--- src/rtl/mux_4_1_arbiter_pkg.sv ---
// Shared types and constants for the round-robin arbiter in front of the 4:1 mux.
// Requester index i drives mux selects {s1,s0} = i.
package mux_arb_pkg;

   localparam int REQ_N = 4;

   typedef enum logic {IDLE, BUSY} state_e;

   typedef logic [1:0] idx_t;

   function automatic logic [1:0] idx_to_sel(input idx_t idx);
      return idx;
   endfunction

   function automatic logic [REQ_N-1:0] idx_to_onehot(input idx_t idx);
      return 4'b0001 << idx;
   endfunction

endpackage

--- src/rtl/mux_4_1_arbiter_if.sv ---
// Request/grant bundle between the four requesters and the arbiter.
// The select lines also feed the 4:1 mux directly.
interface mux_arb_if;
   import mux_arb_pkg::*;

   logic [REQ_N-1:0] req;
   logic [REQ_N-1:0] gnt;
   logic             s1;
   logic             s0;
   logic             valid;

   modport master (output req, input gnt, s1, s0, valid);
   modport slave  (input req, output gnt, s1, s0, valid);
endinterface

--- src/rtl/mux_4_1_arbiter_rr_pick.sv ---
// Combinational rotate-priority search: first set request after ptr_i, wrapping.
// Searching REQ_N positions makes the pointer's own requester the last candidate.
module mux_arb_rr_pick
   import mux_arb_pkg::*;
(
   input  logic [REQ_N-1:0] req_i,
   input  idx_t             ptr_i,
   output logic             found_o,
   output idx_t             idx_o
);

   idx_t pos;

   always_comb begin
      found_o = 1'b0;
      idx_o   = ptr_i;
      pos     = ptr_i;
      for (int k = 1; k <= REQ_N; k++) begin
         pos = ptr_i + idx_t'(k);
         if (!found_o && req_i[pos]) begin
            found_o = 1'b1;
            idx_o   = pos;
         end
      end
   end

endmodule

--- src/rtl/mux_4_1_arbiter.sv ---
// Round-robin owner of the 4:1 mux selects with a per-grant hold limit.
// The pointer doubles as the current owner while BUSY.
module mux_4_1_arbiter
   import mux_arb_pkg::*;
#(
   parameter int MAX_HOLD = 4,
   parameter int CNT_W    = 3
) (
   input  logic clk,
   input  logic rst_n,
   mux_arb_if.slave bus
);

   localparam logic [CNT_W-1:0] CNT_MAX = CNT_W'(MAX_HOLD - 1);

   state_e           state_q, state_d;
   idx_t             ptr_q, ptr_d;
   logic [CNT_W-1:0] cnt_q, cnt_d;
   logic [REQ_N-1:0] gnt_q, gnt_d;
   logic [1:0]       sel_q, sel_d;

   logic pick_found;
   idx_t pick_idx;
   logic others;

   mux_arb_rr_pick u_pick (
      .req_i   (bus.req),
      .ptr_i   (ptr_q),
      .found_o (pick_found),
      .idx_o   (pick_idx)
   );

   assign others = |(bus.req & ~idx_to_onehot(ptr_q));

   always_ff @(posedge clk or negedge rst_n) begin
      if (!rst_n) begin
         state_q <= IDLE;
         ptr_q   <= 2'd3;
         cnt_q   <= '0;
         gnt_q   <= '0;
         sel_q   <= 2'b00;
      end else begin
         state_q <= state_d;
         ptr_q   <= ptr_d;
         cnt_q   <= cnt_d;
         gnt_q   <= gnt_d;
         sel_q   <= sel_d;
      end
   end

   always_comb begin
      state_d = state_q;
      ptr_d   = ptr_q;
      cnt_d   = cnt_q;
      gnt_d   = gnt_q;
      sel_d   = sel_q;
      unique case (state_q)
         IDLE: begin
            gnt_d = '0;
            if (pick_found) begin
               state_d = BUSY;
               ptr_d   = pick_idx;
               cnt_d   = '0;
               gnt_d   = idx_to_onehot(pick_idx);
               sel_d   = idx_to_sel(pick_idx);
            end
         end
         BUSY: begin
            // A release takes precedence over hold-limit expiry; both reuse the same pick.
            if ((!bus.req[ptr_q] || cnt_q == CNT_MAX) && others) begin
               ptr_d = pick_idx;
               cnt_d = '0;
               gnt_d = idx_to_onehot(pick_idx);
               sel_d = idx_to_sel(pick_idx);
            end else if (!bus.req[ptr_q]) begin
               state_d = IDLE;
               cnt_d   = '0;
               gnt_d   = '0;
            end else begin
               gnt_d = idx_to_onehot(ptr_q);
               if (cnt_q != CNT_MAX) cnt_d = cnt_q + 1'b1;
            end
         end
         default: state_d = IDLE;
      endcase
   end

   assign bus.gnt   = gnt_q;
   assign bus.s1    = sel_q[1];
   assign bus.s0    = sel_q[0];
   assign bus.valid = |gnt_q;

endmodule

--- src/flat_wrapper.sv ---
// flat-port wrapper written by rule: the top's interface ports become plain ports
module mux_4_1_arbiter_flat import mux_arb_pkg::*;
#(
   parameter int MAX_HOLD = 4,
   parameter int CNT_W    = 3
)
  (clk, rst_n, bus_req, bus_gnt, bus_s1, bus_s0, bus_valid);
  mux_arb_if bus_i ();
  input  logic clk;
  input  logic rst_n;
  input wire logic [$bits(bus_i.req)-1:0] bus_req;
  output wire logic [$bits(bus_i.gnt)-1:0] bus_gnt;
  output wire logic [$bits(bus_i.s1)-1:0] bus_s1;
  output wire logic [$bits(bus_i.s0)-1:0] bus_s0;
  output wire logic [$bits(bus_i.valid)-1:0] bus_valid;
  assign bus_i.req = bus_req;
  assign bus_gnt = bus_i.gnt;
  assign bus_s1 = bus_i.s1;
  assign bus_s0 = bus_i.s0;
  assign bus_valid = bus_i.valid;
  mux_4_1_arbiter #(.MAX_HOLD(MAX_HOLD), .CNT_W(CNT_W)) u_core (.clk(clk), .rst_n(rst_n), .bus(bus_i));
endmodule
--- config.mk ---
export PLATFORM = sky130hd
export DESIGN_NAME = mux_4_1_arbiter_flat
export DESIGN_NICKNAME = d
export VERILOG_FILES = /design/src/rtl/mux_4_1_arbiter_pkg.sv /design/src/rtl/mux_4_1_arbiter_if.sv /design/src/rtl/mux_4_1_arbiter_rr_pick.sv /design/src/rtl/mux_4_1_arbiter.sv /design/src/flat_wrapper.sv
export SDC_FILE = /design/constraint.sdc
export NUM_CORES = 1
export LEC_CHECK = 0
export BUFFER_PORTS_ARGS = -buffer_cell sky130_fd_sc_hd__clkbuf_2
export CORE_MARGIN = 2
export CORE_UTILIZATION = 23
export DETAILED_ROUTE_END_ITERATION = 10
export GPL_ROUTABILITY_DRIVEN = 0
export PLACE_DENSITY = 0.49
export SLEW_MARGIN = 25
export SYNTH_ARGS = -nofsm -noshare
export SYNTH_HDL_FRONTEND = slang
export SYNTH_SLANG_ARGS = --single-unit
--- constraint.sdc ---
create_clock -name clk -period 3.46 [get_ports clk]
set_clock_uncertainty 0.15 [all_clocks]
set_input_delay 0.173 -clock clk [delete_from_list [all_inputs] [get_ports clk]]
set_output_delay 0.173 -clock clk [all_outputs]
set_load 0.005 [all_outputs]
==> impl_metrics.yaml, run 1 <==
worst_setup_path:
  cp_slowest_stage_delay_ns: 0.71
  r2r-start: "u_core.ptr_q[0]"
  cp_top_family: "compound AO/OA/AOI/OAI gates"
  end_kind: "flop"
  crit_required_ns: 3.47
  path_class: "reg -> reg"
  rr_worst_depth: 7
  ff2ff_setup_slack_ns: 0.55
  path_cells: "inv_1 -> ha_1 -> mux4_1 -> nor2b_1 -> o21a_1 -> a21oi_1 -> a32o_1"
  crit_arrival_ns: 2.93
  critical_path.max_fanout: 13
  slowest_stage: "dfstp_2"
  cp-start-kind: "flop"
  path_buf_inv: 1
  r2r-end: "u_core.bus.gnt[1]"
die:
  pin_count: 13
  start_util_pct: 23.82
  dieArea_um2: 4300
  core_um2: 3661
  fp-row-count: 22
  die_h_um: 65.58
  fp.dieW_um: 65.58
sta:
  tns_ns: 0
  hold_viol: 0
  worst_pin_slew_ns: 0.7622
  clock.fmax_ghz: 0.3434
  relSlewSlack_pct: 49.06
  finalMaxSlewViolations: 0
  setup-violations-final: 0
  grt_setup_unrepaired: "false"
  fin_ws_ns: 0.5481
  finalCritPeriodShare_pct: 84.16
  fin_crit_ns: 2.912
outcome:
  status: "finished, final reports clean"
yosys:
  synth_top_area_cell: "dfrtp_1"
  yosysSeqAreaShare_pct: 34.72
  synthesis.nets: 88
  netlist_area_um2: 872.1
  synth_edf_count: 0
  syn_inst: 76
  synth.most_common_cell: "dfrtp_1"
  synth.area.top_cells: "dfrtp_1 29%, mux4_1 15%, ha_1 8.6%"
  yosysTopAreaCellShare_pct: 28.69
  avgSynthCellArea_um2: 11.47
  async_reset_ff_share_pct: 100.0
  synth-main-ff-cell: "dfrtp_1"
  yosysWarningCount: 0
  synthTopCellsByCount: "10 x dfrtp_1, 8 x inv_1, 6 x ha_1"
  ys_ff_latch: 12
  synth_cell_types: 32
clock_network:
  cts_made_buffers: 3
  cts_resized: 0
  clkTransAtPathRegs_ns: 0.05
  cts_tree: "yes"
  cts_root_buffer: "clkbuf_8"
  cts_setup_buffers: 0
  cts_buffer_depth: 2
  clock_latency_ns: 0.23
  cts_htree_levels: 1
  cts.sinks: 12
power:
  ir_drop_mv: 0.2095
  p_per_area_nw_per_um2: 956.9
  total_leakage_power_nw: 0.4736
detailed_routing:
  drc: 0
  wire_per_inst_um: 12.42
  vias: 670
  wirelength_um: 1739
  viasPerCell: 4.786
  drtPass1Iterations: 2
  ant_nets: 0
  drtIter0Drc: 10
global_routing:
  antenna_found_initial: 0
  grt_util_all_layers_pct: 9.410
  grt_pass1_wl_um: 3111
  overflow: 0
  first_global_vias: 663
  grt_max_degree: 14
cells_and_area:
  n_fill_cell: 392
  synthToLayoutAreaGrowth_pct: 18.79
  nets: 105
  n_antenna_cell: 0
  layout-drive-gt1-share_pct: 25.00
placement:
  portBuffers: 12
  post-dp-hpwl_um: 1376
  pre_cts_ws_ns: 0.5944
min_path:
  hp-class: "in -> async"
job:
  cap_violations: 0
[registers in the layout, summed over array words and instances (netlist names)]
| register | count |
|---|---|
| u_core.bus.gnt | 4 |
| u_core.cnt_q | 3 |
| u_core.ptr_q | 2 |
| u_core.sel_q | 2 |
| u_core.state_q | 1 |
[power breakdown]
group          switching (mW)  internal, mW  leakage, nW
combinational           0.275         0.304        0.304
clock                  0.0466        0.0808       0.0228
sequential             0.0676         0.218        0.147
total                   0.389         0.602        0.474
[cell type report]
cell class              count  area, µm²  area share, %
repair buffers             13      70.07          6.763
flip-flops and latches     12      302.8          29.23
well taps                  48      60.06          5.797
multi-input cells          55      528.0          50.97
inverters                   8      30.03          2.899
clock buffers               4      45.04          4.348
[metrics by stage]
stage / cell area, µm² / std cells / hold WS [ns] / total power, mW / util, %
6_report: 1036 / 140 / 0.1982 / 0.9914 / 28.30
4_1_cts: 1036 / 140 / 0.2053 / 1.000 / 28.30
5_1_grt: 1036 / 140 / 0.2483 / 1.083 / 28.30
2_1_floorplan: 872.1 / 76 / -0.2726 / 0.7415 / -
3_5_place_dp: 980.9 / 135 / -0.07447 / 0.8655 / 26.79
3_3_place_gp: 980.9 / 135 / -0.07858 / 0.8569 / 26.79
[per-layer routing]
metal,GRT usage [%],share of wire (%)
met1,12.78,48
met2,14.80,46
met3,2.055,4.7
met4,3.125,0.63
met5,0,0
[how the worst max path moves through the flow]
stage                   endpoint  cells after the start             from  slack [ns]
2_1_floorplan  u_core.bus.gnt[0]                      8  u_core.ptr_q[0]        0.85
3_3_place_gp   u_core.bus.gnt[3]                      7  u_core.ptr_q[0]        0.62
3_5_place_dp   u_core.bus.gnt[3]                      7  u_core.ptr_q[0]        0.59
4_1_cts        u_core.bus.gnt[1]                      7  u_core.ptr_q[0]        0.56
5_1_grt        u_core.bus.gnt[3]                      7  u_core.ptr_q[0]        0.39
6_report       u_core.bus.gnt[1]                      7  u_core.ptr_q[0]        0.55
[what timing repair did]
action                                  in CTS  in global routing
hold buffers                                 1                  0
endpoints found under the setup margin       0                  0
endpoints found under the hold margin       12                  0
[kinds of logic after synthesis]
group / share of synthesized area, %
buffers and inverters: 4.735
AND/OR/NAND/NOR: 11.48
adder cells (fa/ha/maj): 8.608
AO/OA/AOI/OAI: 18.22
XOR/XNOR: 3.013
flip-flops: 34.72
multiplexers: 19.23
[cell usage in the layout (no fill, tap or decap), drive strengths merged, types with 2 or more instances in the layout]
cell	Yosys	routed
a21oi	5	5
a22o	2	2
a32o	2	2
clkbuf	0	16
dfrtp	10	10
dfstp	2	2
ha	6	6
inv	8	8
mux2	2	2
mux4	5	5
nand2	5	5
nor2	3	3
nor2b	5	5
o21ai	2	2
xnor2	3	3
(Power assumes the default switching activity.)
==> inputs of run 2 (changes only) <==
- clock period: 3.46 -> 3 ns (I/O delays scaled with it)
==> run 2 against run 1 <==
Against the previous run:
- final cell count is 1.4% higher
- sequential power grew 6%
- hold slack got worse by 0.027 ns
- non-clock buffer count rose by 2
- highest routed layer unchanged
- register-to-register slack worse by 0.28 ns
==> impl_metrics.yaml, run 2 (synthesis gave the netlist of run 1 again) <==
outcome:
  status: "finished, final reports clean"
placement:
  dpl_cell_area_um2: 996.0
  pre_cts_ws_ns: 0.3085
  post-dp-hpwl_um: 1376
  portBuffers: 12
cells_and_area:
  n_antenna_cell: 0
  layout-drive-gt1-share_pct: 27.66
  nets: 107
  register_area_um2: 302.8
  largest_reg_flops: 4
  fin_area_um2: 1061
  n_fill_cell: 387
  layout_common_cells: "12 x clkbuf_2, 10 x dfrtp_1, 8 x inv_1"
  multiInputGateArea_um2: 528.0
  synthToLayoutAreaGrowth_pct: 21.66
  layout_commonest_cell: "clkbuf_2"
detailed_routing:
  drtPass1Iterations: 4
  drc: 0
  viasPerCell: 4.739
  drtIter0Drc: 20
  wirelength_um: 1790
  vias: 673
  ant_nets: 0
  wire_per_inst_um: 12.61
min_path:
  hp-class: "in -> async"
global_routing:
  grt_util_all_layers_pct: 9.255
  overflow: 0
  grt_pass1_wl_um: 3056
  first_global_vias: 640
  grt_max_degree: 13
  antenna_found_initial: 0
die:
  core_um2: 3661
  fp.dieW_um: 65.58
  die_h_um: 65.58
  fp-row-count: 22
  pin_count: 13
  dieArea_um2: 4300
  start_util_pct: 23.82
worst_setup_path:
  cp_top_family: "compound AO/OA/AOI/OAI gates"
  cp_slowest_stage_delay_ns: 0.63
  crit_required_ns: 3.02
  end_kind: "flop"
  path_buf_inv: 1
  path_cells: "inv_1 -> ha_1 -> mux4_1 -> nor2b_1 -> o21a_1 -> a21oi_1 -> a32o_2"
  crit_arrival_ns: 2.75
  cp-start-kind: "flop"
  path_class: "reg -> reg"
  slowest_stage: "dfstp_2"
  critical_path.max_fanout: 9
sta:
  worst_pin_slew_ns: 0.4362
  fin_crit_ns: 2.731
  finalMaxSlewViolations: 0
  relSlewSlack_pct: 70.92
  setup-violations-final: 0
  clock.fmax_ghz: 0.3662
  grt_setup_unrepaired: "false"
  fin_ws_ns: 0.2693
  tns_ns: 0
  finalCritPeriodShare_pct: 91.02
  hold_viol: 0
clock_network:
  cts_buffer_depth: 2
  cts.sinks: 12
  cts_htree_levels: 1
  cts_setup_buffers: 0
  clkTransAtPathRegs_ns: 0.06
  cts_tree: "yes"
  cts_made_buffers: 3
  cts_root_buffer: "clkbuf_8"
  clock_latency_ns: 0.24
job:
  cap_violations: 0
power:
  p_per_area_nw_per_um2: 1123
  total_leakage_power_nw: 0.4896
  ir_drop_mv: 0.2991
==> run 2: area by class of cell <==
class | count | share of cell area, %
Clock buffer | 4 | 5.189
Inverter | 8 | 2.830
Multi-Input combinational cell | 55 | 49.76
Sequential cell | 12 | 28.54
Tap cell | 48 | 5.660
Timing Repair Buffer | 15 | 8.019
==> run 2: through the flow <==
stage	cells	utilization [%]	power, mW	hold slack, ns
2_1_floorplan	76	-	0.8552	-0.2956
3_3_place_gp	137	27.20	1.009	-0.09791
3_5_place_dp	137	27.20	1.020	-0.08987
4_1_cts	142	28.98	1.204	0.1808
5_1_grt	142	28.98	1.289	0.2237
6_report	142	28.98	1.192	0.1716
==> run 2: worst paths after layout <==
| check | from | endpoint | slack [ns] | cells after the start |
|---|---|---|---|---|
| max | u_core.ptr_q[1] | u_core.bus.gnt[0] | 0.27 | 7 |
| min | rst_n | u_core.cnt_q[1] | 0.17 | 2 |
| max reg2reg | u_core.ptr_q[1] | u_core.bus.gnt[0] | 0.27 | 7 |
| min reg2reg | u_core.cnt_q[2] | u_core.cnt_q[2] | 0.36 | 1 |
| max in group asynchronous | rst_n | u_core.ptr_q[0] | 2.24 | 2 |
| min in group clk | u_core.cnt_q[2] | u_core.cnt_q[2] | 0.36 | 1 |
==> run 2: report_power, final <==
| part | switching, mW | leakage [nW] | internal, mW |
|---|---|---|---|
| logic | 0.348 | 0.314 | 0.366 |
| registers | 0.0516 | 0.147 | 0.250 |
| clock network | 0.0607 | 0.0288 | 0.116 |
| total | 0.460 | 0.490 | 0.731 |
==> run 2: timing repair <==
action,in CTS,in global routing
hold buffers,1,0
hold endpoints to repair,12,0
resized for setup,0,0
==> run 2: layer usage <==
layer	vias up	track usage (%)	part of all wire, %	wire length [µm]
li1	327	-	-	-
met1	328	12.85	51	905
met2	14	13.39	44	788
met3	4	2.055	3.9	69
met4	0	4.688	1.5	27
met5	-	0	0	0
==> run 2: worst reg2reg max path, cell delays in order (launching register included) <==
cell and delay [ns]:
dfstp_2 0.63, inv_1 0.08, ha_1 0.34, mux4_1 0.54, nor2b_1 0.15, o21a_1 0.16, a21oi_1 0.35, a32o_2 0.25
==> inputs of run 3 (changes only) <==
- CORE_ASPECT_RATIO: default -> 1.5
- clock period: 3 -> 3.3 ns (I/O delays scaled with it)
==> run 3 against run 2 <==
Against the previous run:
- power fell by 9.5%
- via count fell by 1.2%
- final cell count fell by 4.2%
- global-route usage rose by 0.48 points
- sequential share of layout area rose by 0.38 points
- maximum frequency fell by 0.10%
- die area rose by 0.24%
- clock-buffer cell count did not move
- flip-flop and latch count did not move
- non-clock buffer count fell by 1
- core utilization fell by 0.28 points
- critical endpoint unchanged
==> impl_metrics.yaml, run 3 (synthesis gave the netlist of run 1 again) <==
sta:
  worst_pin_slew_ns: 0.7375
  finalCritPeriodShare_pct: 82.83
  fin_crit_ns: 2.733
  grt_setup_unrepaired: "false"
  relSlewSlack_pct: 50.71
  finalMaxSlewViolations: 0
  hold_ws_ns: 0.1976
  tns_ns: 0
  clock.fmax_ghz: 0.3658
  hold_viol: 0
  setup-violations-final: 0
detailed_routing:
  viasPerCell: 4.890
  vias: 665
  drtIter0Drc: 7
  ant_nets: 0
  drtPass1Iterations: 5
  drc: 0
  wire_per_inst_um: 13.57
  wirelength_um: 1846
cells_and_area:
  largest_reg_flops: 4
  synthToLayoutAreaGrowth_pct: 20.09
  layout-drive-gt1-share_pct: 26.88
  fin_cells: 136
  layout_commonest_cell: "clkbuf_2"
  layout_common_cells: "12 x clkbuf_2, 10 x dfrtp_1, 8 x inv_1"
  fin_area_um2: 1047
  nets: 106
  n_antenna_cell: 0
die:
  dieArea_um2: 4310
  fp-row-count: 27
  start_util_pct: 23.90
  core_um2: 3649
  fp.dieW_um: 54.28
  die_h_um: 79.42
  pin_count: 13
global_routing:
  antenna_found_initial: 0
  overflow: 0
  grt_pass1_wl_um: 3091
  grt_max_degree: 13
  grt_util_all_layers_pct: 9.732
  first_global_vias: 702
clock_network:
  cts_root_buffer: "clkbuf_8"
  clkTransAtPathRegs_ns: 0.05
  cts_htree_levels: 1
  cts_buffer_depth: 2
  clock_latency_ns: 0.23
  cts_setup_buffers: 0
  cts_tree: "yes"
  cts_made_buffers: 3
  cts.sinks: 12
  cts_resized: 0
worst_setup_path:
  crit_arrival_ns: 2.75
  path_class: "reg -> reg"
  r2r-start: "u_core.ptr_q[1]"
  cp-start-kind: "flop"
  crit_required_ns: 3.32
  ff2ff_setup_slack_ns: 0.57
  rr_worst_depth: 7
  r2r-end: "u_core.bus.gnt[0]"
  end_kind: "flop"
  critical_path.max_fanout: 9
placement:
  portBuffers: 12
  dpl_cell_area_um2: 982.2
  post-dp-hpwl_um: 1497
  dp_cells: 131
min_path:
  hp-class: "in -> async"
power:
  p_per_area_nw_per_um2: 1030
  total_leakage_power_nw: 0.4844
  ir_drop_mv: 0.3344
outcome:
  status: "finished, final reports clean"
job:
  cap_violations: 0
## run 3: worst max-delay path, stage by stage, from the launching register on
cell and delay (ns):
dfstp_2 0.61, inv_1 0.09, ha_1 0.34, mux4_1 0.55
nor2b_1 0.16, o21a_1 0.16, a21oi_1 0.36, a32o_2 0.26
## run 3: worst max-delay path by stage
| stage | from | end | depth (start not counted) |
|---|---|---|---|
| finish | u_core.ptr_q[1] | u_core.bus.gnt[0] | 7 |
| global route | u_core.ptr_q[0] | u_core.sel_q[0] | 7 |
| CTS | u_core.ptr_q[1] | u_core.bus.gnt[0] | 7 |
| floorplan | u_core.ptr_q[0] | u_core.bus.gnt[0] | 8 |
| global placement | u_core.ptr_q[1] | u_core.sel_q[0] | 7 |
| detailed placement | u_core.ptr_q[1] | u_core.bus.gnt[0] | 7 |
## run 3: cell type report
cell class	count	area, µm²
timing repair buffer	14	77.57
multi-input combinational	55	528.0
sequential	12	302.8
inverter	8	30.03
fill	398	2601
clock buffer	4	55.05
tap	43	53.80
## run 3: per-stage QoR
step	utilization [%]	power (mW)	setup slack [ns]
3_3_place_gp	26.92	0.9144	0.6623
3_5_place_dp	26.92	0.9269	0.5853
6_report	28.70	1.079	0.5665
4_1_cts	28.70	1.096	0.5744
2_1_floorplan	-	0.7774	0.6915
5_1_grt	28.70	1.175	0.4349
## run 3: report_power, final
group | total, mW | internal, mW | leakage (nW) | switching, mW
clock | 0.156 | 0.105 | 0.0288 | 0.0508
sequential | 0.274 | 0.227 | 0.147 | 0.0467
combinational | 0.649 | 0.327 | 0.309 | 0.321
## run 3: routing by layer
metal  wire length (µm)  vias to the layer above  GRT usage (%)
met4                 22                        0          4.500
met3                 57                        2          1.685
met2               1003                       11          16.87
li1                   -                      323              -
met1                763                      329          11.03
met5                  0                        -              0
## run 3: what timing repair did
| item | CTS | global route |
|---|---|---|
| hold endpoints to repair | 12 | 0 |
| hold buffers | 1 | 0 |
| setup endpoints to repair | 0 | 0 |
